## src/rtl/bcd_display_scan_pkg.sv

```systemverilog
// Shared constants for the four-digit multiplexed seven-segment display.
// Segment codes are active-low {g,f,e,d,c,b,a}.
package bcd_display_scan_pkg;

  localparam logic [6:0] SEG_0     = 7'b1000000;
  localparam logic [6:0] SEG_1     = 7'b1111001;
  localparam logic [6:0] SEG_2     = 7'b0100100;
  localparam logic [6:0] SEG_3     = 7'b0110000;
  localparam logic [6:0] SEG_4     = 7'b0011001;
  localparam logic [6:0] SEG_5     = 7'b0010010;
  localparam logic [6:0] SEG_6     = 7'b0000010;
  localparam logic [6:0] SEG_7     = 7'b1111000;
  localparam logic [6:0] SEG_8     = 7'b0000000;
  localparam logic [6:0] SEG_9     = 7'b0010000;
  localparam logic [6:0] SEG_DASH  = 7'b0111111;
  localparam logic [6:0] SEG_BLANK = 7'b1111111;
  localparam logic [3:0] AN_OFF    = 4'b1111;

  function automatic logic nibble_invalid(input logic [3:0] nib);
    return nib > 4'd9;
  endfunction

endpackage

```

## src/rtl/bcd_display_scan_bcd_to_seg.sv

```systemverilog
// Combinational BCD nibble to active-low segment pattern; codes 10-15 show a dash.
module bcd_to_seg
  import bcd_display_scan_pkg::*;
(
  input  logic [3:0] bcd,
  output logic [6:0] seg
);

  always_comb begin
    seg = SEG_DASH;
    case (bcd)
      4'd0:    seg = SEG_0;
      4'd1:    seg = SEG_1;
      4'd2:    seg = SEG_2;
      4'd3:    seg = SEG_3;
      4'd4:    seg = SEG_4;
      4'd5:    seg = SEG_5;
      4'd6:    seg = SEG_6;
      4'd7:    seg = SEG_7;
      4'd8:    seg = SEG_8;
      4'd9:    seg = SEG_9;
      default: seg = SEG_DASH;
    endcase
  end

endmodule

```

## src/rtl/bcd_display_scan.sv

```systemverilog
// Four-digit multiplexed seven-segment scanner with shadowed BCD input,
// optional leading-zero blanking and a one-cycle dark gap between digit slots.
module bcd_display_scan
  import bcd_display_scan_pkg::*;
#(
  parameter int REFRESH_DIV = 50000
) (
  input  logic        clk,
  input  logic        reset,
  input  logic        load,
  input  logic [15:0] digits,
  input  logic [3:0]  dp_in,
  input  logic        blank_lz,
  output logic [6:0]  seg,
  output logic        dp_n,
  output logic [3:0]  an,
  output logic        err
);

  localparam int CNT_W = $clog2(REFRESH_DIV);
  localparam logic [CNT_W-1:0] CNT_MAX = CNT_W'(REFRESH_DIV - 1);

  logic [CNT_W-1:0] cnt_reg;
  logic [1:0]       idx_reg;
  logic [15:0]      shadow_reg;
  logic [3:0]       shadow_dp_reg;
  logic [6:0]       seg_reg;
  logic             dp_n_reg;
  logic [3:0]       an_reg;
  logic             err_reg;

  logic             tick;
  logic [3:0]       nibble_sel;
  logic [6:0]       seg_decoded;
  logic [3:1]       zero_vec;
  logic [3:0]       blank_vec;
  logic [3:0]       bad_vec;
  logic             blank_now;

  assign tick       = (cnt_reg == CNT_MAX);
  assign nibble_sel = shadow_reg[idx_reg*4 +: 4];

  // Digit i is a leading zero when it and every more significant digit are zero.
  assign blank_vec[0] = 1'b0;
  generate
    for (genvar gi = 1; gi < 4; gi++) begin : g_lead
      assign zero_vec[gi]  = (shadow_reg[gi*4 +: 4] == 4'd0);
      assign blank_vec[gi] = &zero_vec[3:gi];
    end
    for (genvar gi = 0; gi < 4; gi++) begin : g_bad
      assign bad_vec[gi] = nibble_invalid(shadow_reg[gi*4 +: 4]);
    end
  endgenerate

  assign blank_now = blank_lz && blank_vec[idx_reg];

  bcd_to_seg u_dec (
    .bcd (nibble_sel),
    .seg (seg_decoded)
  );

  always_ff @(posedge clk or negedge reset) begin
    if (!reset) begin
      cnt_reg       <= '0;
      idx_reg       <= 2'd0;
      shadow_reg    <= 16'h0000;
      shadow_dp_reg <= 4'h0;
      seg_reg       <= SEG_BLANK;
      dp_n_reg      <= 1'b1;
      an_reg        <= AN_OFF;
      err_reg       <= 1'b0;
    end else begin
      cnt_reg <= tick ? '0 : cnt_reg + 1'b1;
      if (tick) idx_reg <= idx_reg + 2'd1;
      if (load) begin
        shadow_reg    <= digits;
        shadow_dp_reg <= dp_in;
      end
      // Outputs reflect the current idx, so they trail the index by one edge.
      if (tick) begin
        an_reg   <= AN_OFF;
        seg_reg  <= SEG_BLANK;
        dp_n_reg <= 1'b1;
      end else begin
        an_reg   <= ~(4'b0001 << idx_reg);
        seg_reg  <= blank_now ? SEG_BLANK : seg_decoded;
        dp_n_reg <= ~shadow_dp_reg[idx_reg];
      end
      err_reg <= |bad_vec;
    end
  end

  assign seg  = seg_reg;
  assign dp_n = dp_n_reg;
  assign an   = an_reg;
  assign err  = err_reg;

endmodule

```

## config.mk

```make
export PLATFORM = sky130hd
export DESIGN_NAME = bcd_display_scan
export DESIGN_NICKNAME = d
export VERILOG_FILES = /design/src/rtl/bcd_display_scan_pkg.sv /design/src/rtl/bcd_display_scan_bcd_to_seg.sv /design/src/rtl/bcd_display_scan.sv
export SDC_FILE = /design/constraint.sdc
export NUM_CORES = 1
export LEC_CHECK = 0
export CORE_AREA = 2 2 68 77
export DETAILED_ROUTE_END_ITERATION = 16
export DIE_AREA = 0 0 70 79
export GPL_TIMING_DRIVEN = 0
export PLACE_DENSITY = 0.86
export SYNTH_ARGS = -nofsm -noshare
export SYNTH_HDL_FRONTEND = slang
export SYNTH_SLANG_ARGS = --single-unit
```

## constraint.sdc

```tcl
create_clock -name clk -period 2.1 [get_ports clk]
set_input_delay 0.42 -clock clk [delete_from_list [all_inputs] [get_ports clk]]
set_output_delay 0.42 -clock clk [all_outputs]
set_load 0.01 [all_outputs]
```

# Word level (Yosys, flattened, before mapping)
# Memories as Yosys holds them, arrays and structs flattened.
# Index checks and enable logic that the tools add are counted.
# totals
in_bits	24
register_bits	51
mem_bits_ro	112
memories	1
word_cells	37
# classes
n_eq_ne	1
n_shift	2
n_reduce_logical	7
n_lt_le_gt_ge	5
mux	9
add_sub_neg	2
n_bitwise	2
# mem_list
name	words	width	read_ports	rd_clocked_by_memory_dff	write_ports	line_no	rtl
(name not given)	16	7	1	0	0	bcd_display_scan_bcd_to_seg.sv:11	case (bcd)
# ops
cell	n
adder 16 x 1 -> 16 bit, second input constant	1
equality test 16 bit, second input constant	1
greater-than comparator 4 bit, second input constant	4
2-to-1 mux 16 bit	1
variable part select 16 x 5 -> 4 bit	1
2-to-1 mux 7 bit	2
zero test 4 bit	3
binary-select mux 1 bit (select 2 bit)	2
2-to-1 mux 4 bit	1
inverter 4 bit	1
OR reduction 4 bit	1
left shift 1 x 2 -> 4 bit, first input constant	1
less-than comparator 2 x 3 -> 1 bit, second input constant	1
2-to-1 mux 1 bit	3
AND reduction 3 bit	1
adder 2 x 1 -> 2 bit, second input constant	1
AND reduction 2 bit	1
logical AND 1 bit	1
inverter 1 bit	1

# Logic depth before layout (Yosys ltp)
# Gate-level depths: netlist (run 1).
# logic_depth
depth_word	7
depth_mapped	8
ltp_nobuf	7

# By module
# From an unflattened synthesis (run 1), not the netlist that was laid out.
# unflattened
hier_cells	208
hier_area_um2	2477.4
# modules_own_cells
module	cells_each	area_per_inst_um2	n_inst	seq_area_each_um2
bcd_display_scan	177	2247.2	1	1291.2
bcd_to_seg	31	230.2	1	0.0

# Worst setup path before layout (run 1)
# No wires, ideal clock.
# synth_timing
path_kind	register to register
startpoint	register idx_reg[1]
endpoint	register seg_reg[5], in the netlist seg[5]
setup_ns	0.103
t_arrival_ns	1.802
n_path_buf	1
required_ns	1.997
setup_slack_ns	0.196
path_stages_with_launch	9
period_less_slack_ns	1.904
cell_sequence	dfrtp_1 -> buf_6 -> mux4_1 -> inv_1 -> ha_1 -> inv_1 -> or2_0 -> a21oi_1 -> nand3_1
# synth_between
elab_chain_cells	5
# synth_lines
element	line_no	rtl
from (decl)	bcd_display_scan.sv:24	logic [1:0] idx_reg;
from (signal assigned)	bcd_display_scan.sv:74	if (tick) idx_reg <= idx_reg + 2'd1;
parallel branches: the longest is 3 deep, another holds memory read (16 x 7 bit)	n/a	
2-to-1 mux 7 bit (*)	bcd_display_scan.sv:86	seg_reg <= blank_now ? SEG_BLANK : seg_decoded;
2-to-1 mux 7 bit (*)	bcd_display_scan.sv:80	if (tick) begin
to (signal assigned)	bcd_display_scan.sv:86	
to (decl)	bcd_display_scan.sv:27	logic [6:0] seg_reg;
# Every way passes the cells marked *. The select of a mux whose other input is x is not followed.
# A chain may end at the register's enable or synchronous reset.

# Worst setup path after layout (run 1)
# layout_timing
startpoint	register idx_reg[1]
endpoint	register seg_reg[3], in the netlist seg[3]
# Same word-level chain as after synthesis.

==> results of run 1 <==
==> power by group through the flow <==
stage / sequential [mW] / combinational (mW) / clock, mW
6_report: 1.10 / 0.303 / 0.558
5_1_grt: 1.11 / 0.334 / 0.623
4_1_cts: 1.10 / 0.289 / 0.574
3_5_place_dp: 1.12 / 0.288 / 0
3_3_place_gp: 1.12 / 0.275 / 0
2_1_floorplan: 1.12 / 0.133 / 0
==> routing by layer <==
metal,wire length [um],share of wire,vias to the layer above,global-route usage
met1,1873,0.41,809,0.2201
met3,172,0.038,6,0.03680
met2,2443,0.54,48,0.3114
met5,0,0,-,0
met4,59,0.013,0,0.06538
li1,-,-,795,-
==> logic make-up after synthesis <==
logic type	synth area share
mux	0.1481
compound gates	0.06121
buf+inv	0.03241
flops	0.5309
simple gates	0.1327
fa+ha+maj	0.05144
xor+xnor	0.04321
==> worst max-delay path, stage by stage (launching register included) <==
cell	delay [ps]
dfrtp_1	390
buf_6	150
mux4_2	580
buf_4	170
ha_1	180
o21ba_2	230
a21oi_1	140
nand3_1	90
==> layout by cell type, fill, tap and decap left out, drive strengths merged, types with 2 or more instances in the layout <==
cell           instances
a21oi                  7
o31ai                  2
a21boi                 2
nor4b                  2
xor2                   4
or4                    3
mux2                  21
buf                   11
nand2                 10
o21ai                  7
and4                   3
nand3                 11
and2                   7
nor2                   4
dfstp                 12
clkdlybuf4s50         34
mux4                   5
inv                    9
xnor2                  8
nand4                  7
o211ai                 3
ha                    10
dfrtp                 39
clkbuf                12
==> per-stage QoR <==
step / setup WS [ps] / hold WS, ps / setup TNS, ps
final: 74.53 / 38.20 / 0
after global routing: -18.51 / 45.81 / -24.78
after CTS: 5.161 / 43.70 / 0
after detailed placement: 18.53 / 365.2 / 0
after global placement: -777.6 / 470.5 / -33450
after floorplan: 195.8 / 124.4 / 0
==> path summary, 6_finish.rpt <==
check | start | to
worst max-delay path | idx_reg[1]$_DFFE_PN0P_ | seg[3]$_DFF_PN1_
min in group clk | cnt_reg[0]$_DFF_PN0_ | cnt_reg[0]$_DFF_PN0_
worst min register to register | cnt_reg[0]$_DFF_PN0_ | cnt_reg[0]$_DFF_PN0_
max in group asynchronous | reset | an[2]$_DFF_PN1_
worst max register to register | idx_reg[1]$_DFFE_PN0P_ | seg[3]$_DFF_PN1_
worst min-delay path | reset | shadow_reg[10]$_DFFE_PN0P_
==> final cells by class <==
class,count,share of cell area
clock buffers,7,0.02867
well taps,58,0.02410
clock inverters,1,0.001246
inverters,9,0.01122
repair buffers,43,0.1388
multi-input cells,128,0.3536
plain buffers,7,0.01371
flip-flops and latches,51,0.4287
==> repair_timing <==
| item | 4_1_cts | 5_1_grt |
|---|---|---|
| resized for setup | 0 | 5 |
| buffers inserted | 0 | 7 |
| setup endpoints to repair | 0 | 4 |
==> flow_summary_export.csv, run 1 <==
group,metric,value,unit
place,dpl_cell_area,2870,um^2
floorplan,num_io_pins,37,
power_and_ir_drop,p_seq_frac,0.562,
routing,drt_iter0_drc,109,
power_and_ir_drop,power_density,652.3,nW/um^2
floorplan,die_w,70,um
place,hpwl,3374,um
place,portBuffers,35,
routing,wire_per_inst,14.96,um
logic_synthesis,syn_nets,230,
global_routing,grt_pass1_wl,7810,um
global_routing,gr-total-overflow,0,
clock_tree,clock_path_buffers,2,
logic_synthesis,netlist_instances,196,
cells_and_area,fin_cells,304,
logic_synthesis,yosysMostFrequentCell,"dfrtp_1",
worst_setup_path,cp-start-kind,"flop",
logic_synthesis,synth_top_cells_by_area,"dfrtp_1, dfstp_2, mux2_2",
timing,finalCritPeriodShare,0.9645,
logic_synthesis,yosys.area.top_type,"dfrtp_1",
timing,timing.fmax,493.7,MHz
routing,via_count,1658,
cells_and_area,drive_gt1_frac,0.2398,
cells_and_area,n_antenna_cell,0,
worst_setup_path,worstPathArrival,2220,ps
worst_setup_path,path_class,"flop to flop",
floorplan,start_util,0.5070,
logic_synthesis,yosys_warnings,0,
cells_and_area,utilization,0.6278,
global_routing,antenna_found_initial,0,
power_and_ir_drop,p_comb_frac,0.154,
clock_tree,tritoncts,"yes",
global_routing,grt_max_degree,36,
clock_tree,cts_hold_buffers,0,
power_and_ir_drop,clkPwrFrac,0.284,
logic_synthesis,ys_seq_area_frac,0.5309,
global_routing,grt_pass1_vias,1663,
routing,drc_errors,0,
timing,setup_viol,0,
hold_path,worstHoldPathType,"input pin to asynchronous set/reset pin",
power_and_ir_drop,ir_drop,524.2,uV
clock_tree,clkLatencyLatePin,290,ps
timing,period_minus_slack,2025,ps
global_routing,grt_use_total,0.1787,
power_and_ir_drop,cellLeakagePower,1.273,nW
worst_setup_path,crit_path_end_kind,"flop",
power_and_ir_drop,intPower,1.507,mW
clock_tree,clk_pin_slew,80,ps
routing,drt_wl_total,4548,um
timing,hold_violations,0,
timing,slew_headroom,0.6510,
clock_tree,clock-sinks,51,
worst_setup_path,reg2reg_depth,7,
cells_and_area,final_area,3012,um^2
worst_setup_path,cp_max_fo,7,
flow_run,maxCapViolations,0,
floorplan,fp.dieH,79,um
floorplan,coreArea,4797,um^2
timing,worst_pin_slew,521.2,ps
power_and_ir_drop,p_switching,0.4570,mW
floorplan,dieArea,5530,um^2
logic_synthesis,yosys.area.top_type_share,0.4012,
timing,final-max-slew-violation-count,0,
power_and_ir_drop,p_total,1.965,mW
worst_setup_path,worst_ep_required_time,2300,ps
cells_and_area,multiInputGateArea,1065,um^2
place,dp.cells,290,
power_and_ir_drop,switching_share,0.2326,
logic_synthesis,syn_avg_cell_area,12.41,um^2
logic_synthesis,yosys_most_used_dff,"dfrtp_1",
floorplan,rows,27,
logic_synthesis,ys_async_sr_fraction,1.000,
cells_and_area,seq_area,1291,um^2
clock_tree,htreeDepth,2,
outcome,status,"completed",
cells_and_area,layout.nets,279,
logic_synthesis,ys_ff_latch,51,
clock_tree,cts_buffers,5,
timing,finClkSkew,3.047,ps
place,gp_congestion,0.8348,
cells_and_area,areaGrowthSynthToFinish,23.82,%
cells_and_area,fillCellCount,380,
routing,vias_per_cell,5.454,
logic_synthesis,synth_edf_count,0,
logic_synthesis,ys_types,36,
worst_setup_path,rrSetupSlack,70,ps
clock_tree,root_buffer,"clkbuf_8",
logic_synthesis,yosys-top-cells-count,"dfrtp_1, mux2_2, dfstp_2",
logic_synthesis,mappedNetlistArea,2432,um^2
routing,first_pass_iters,4,
routing,ant_nets,0,
(Power assumes the default switching activity.)
==> run 2, diff against run 1 <==
Settings changed: CTS_CLUSTER_DIAMETER set to 80.
==> results of run 2 <==
Same layout as run 1: the final DEF is identical, and so are final timing and power.
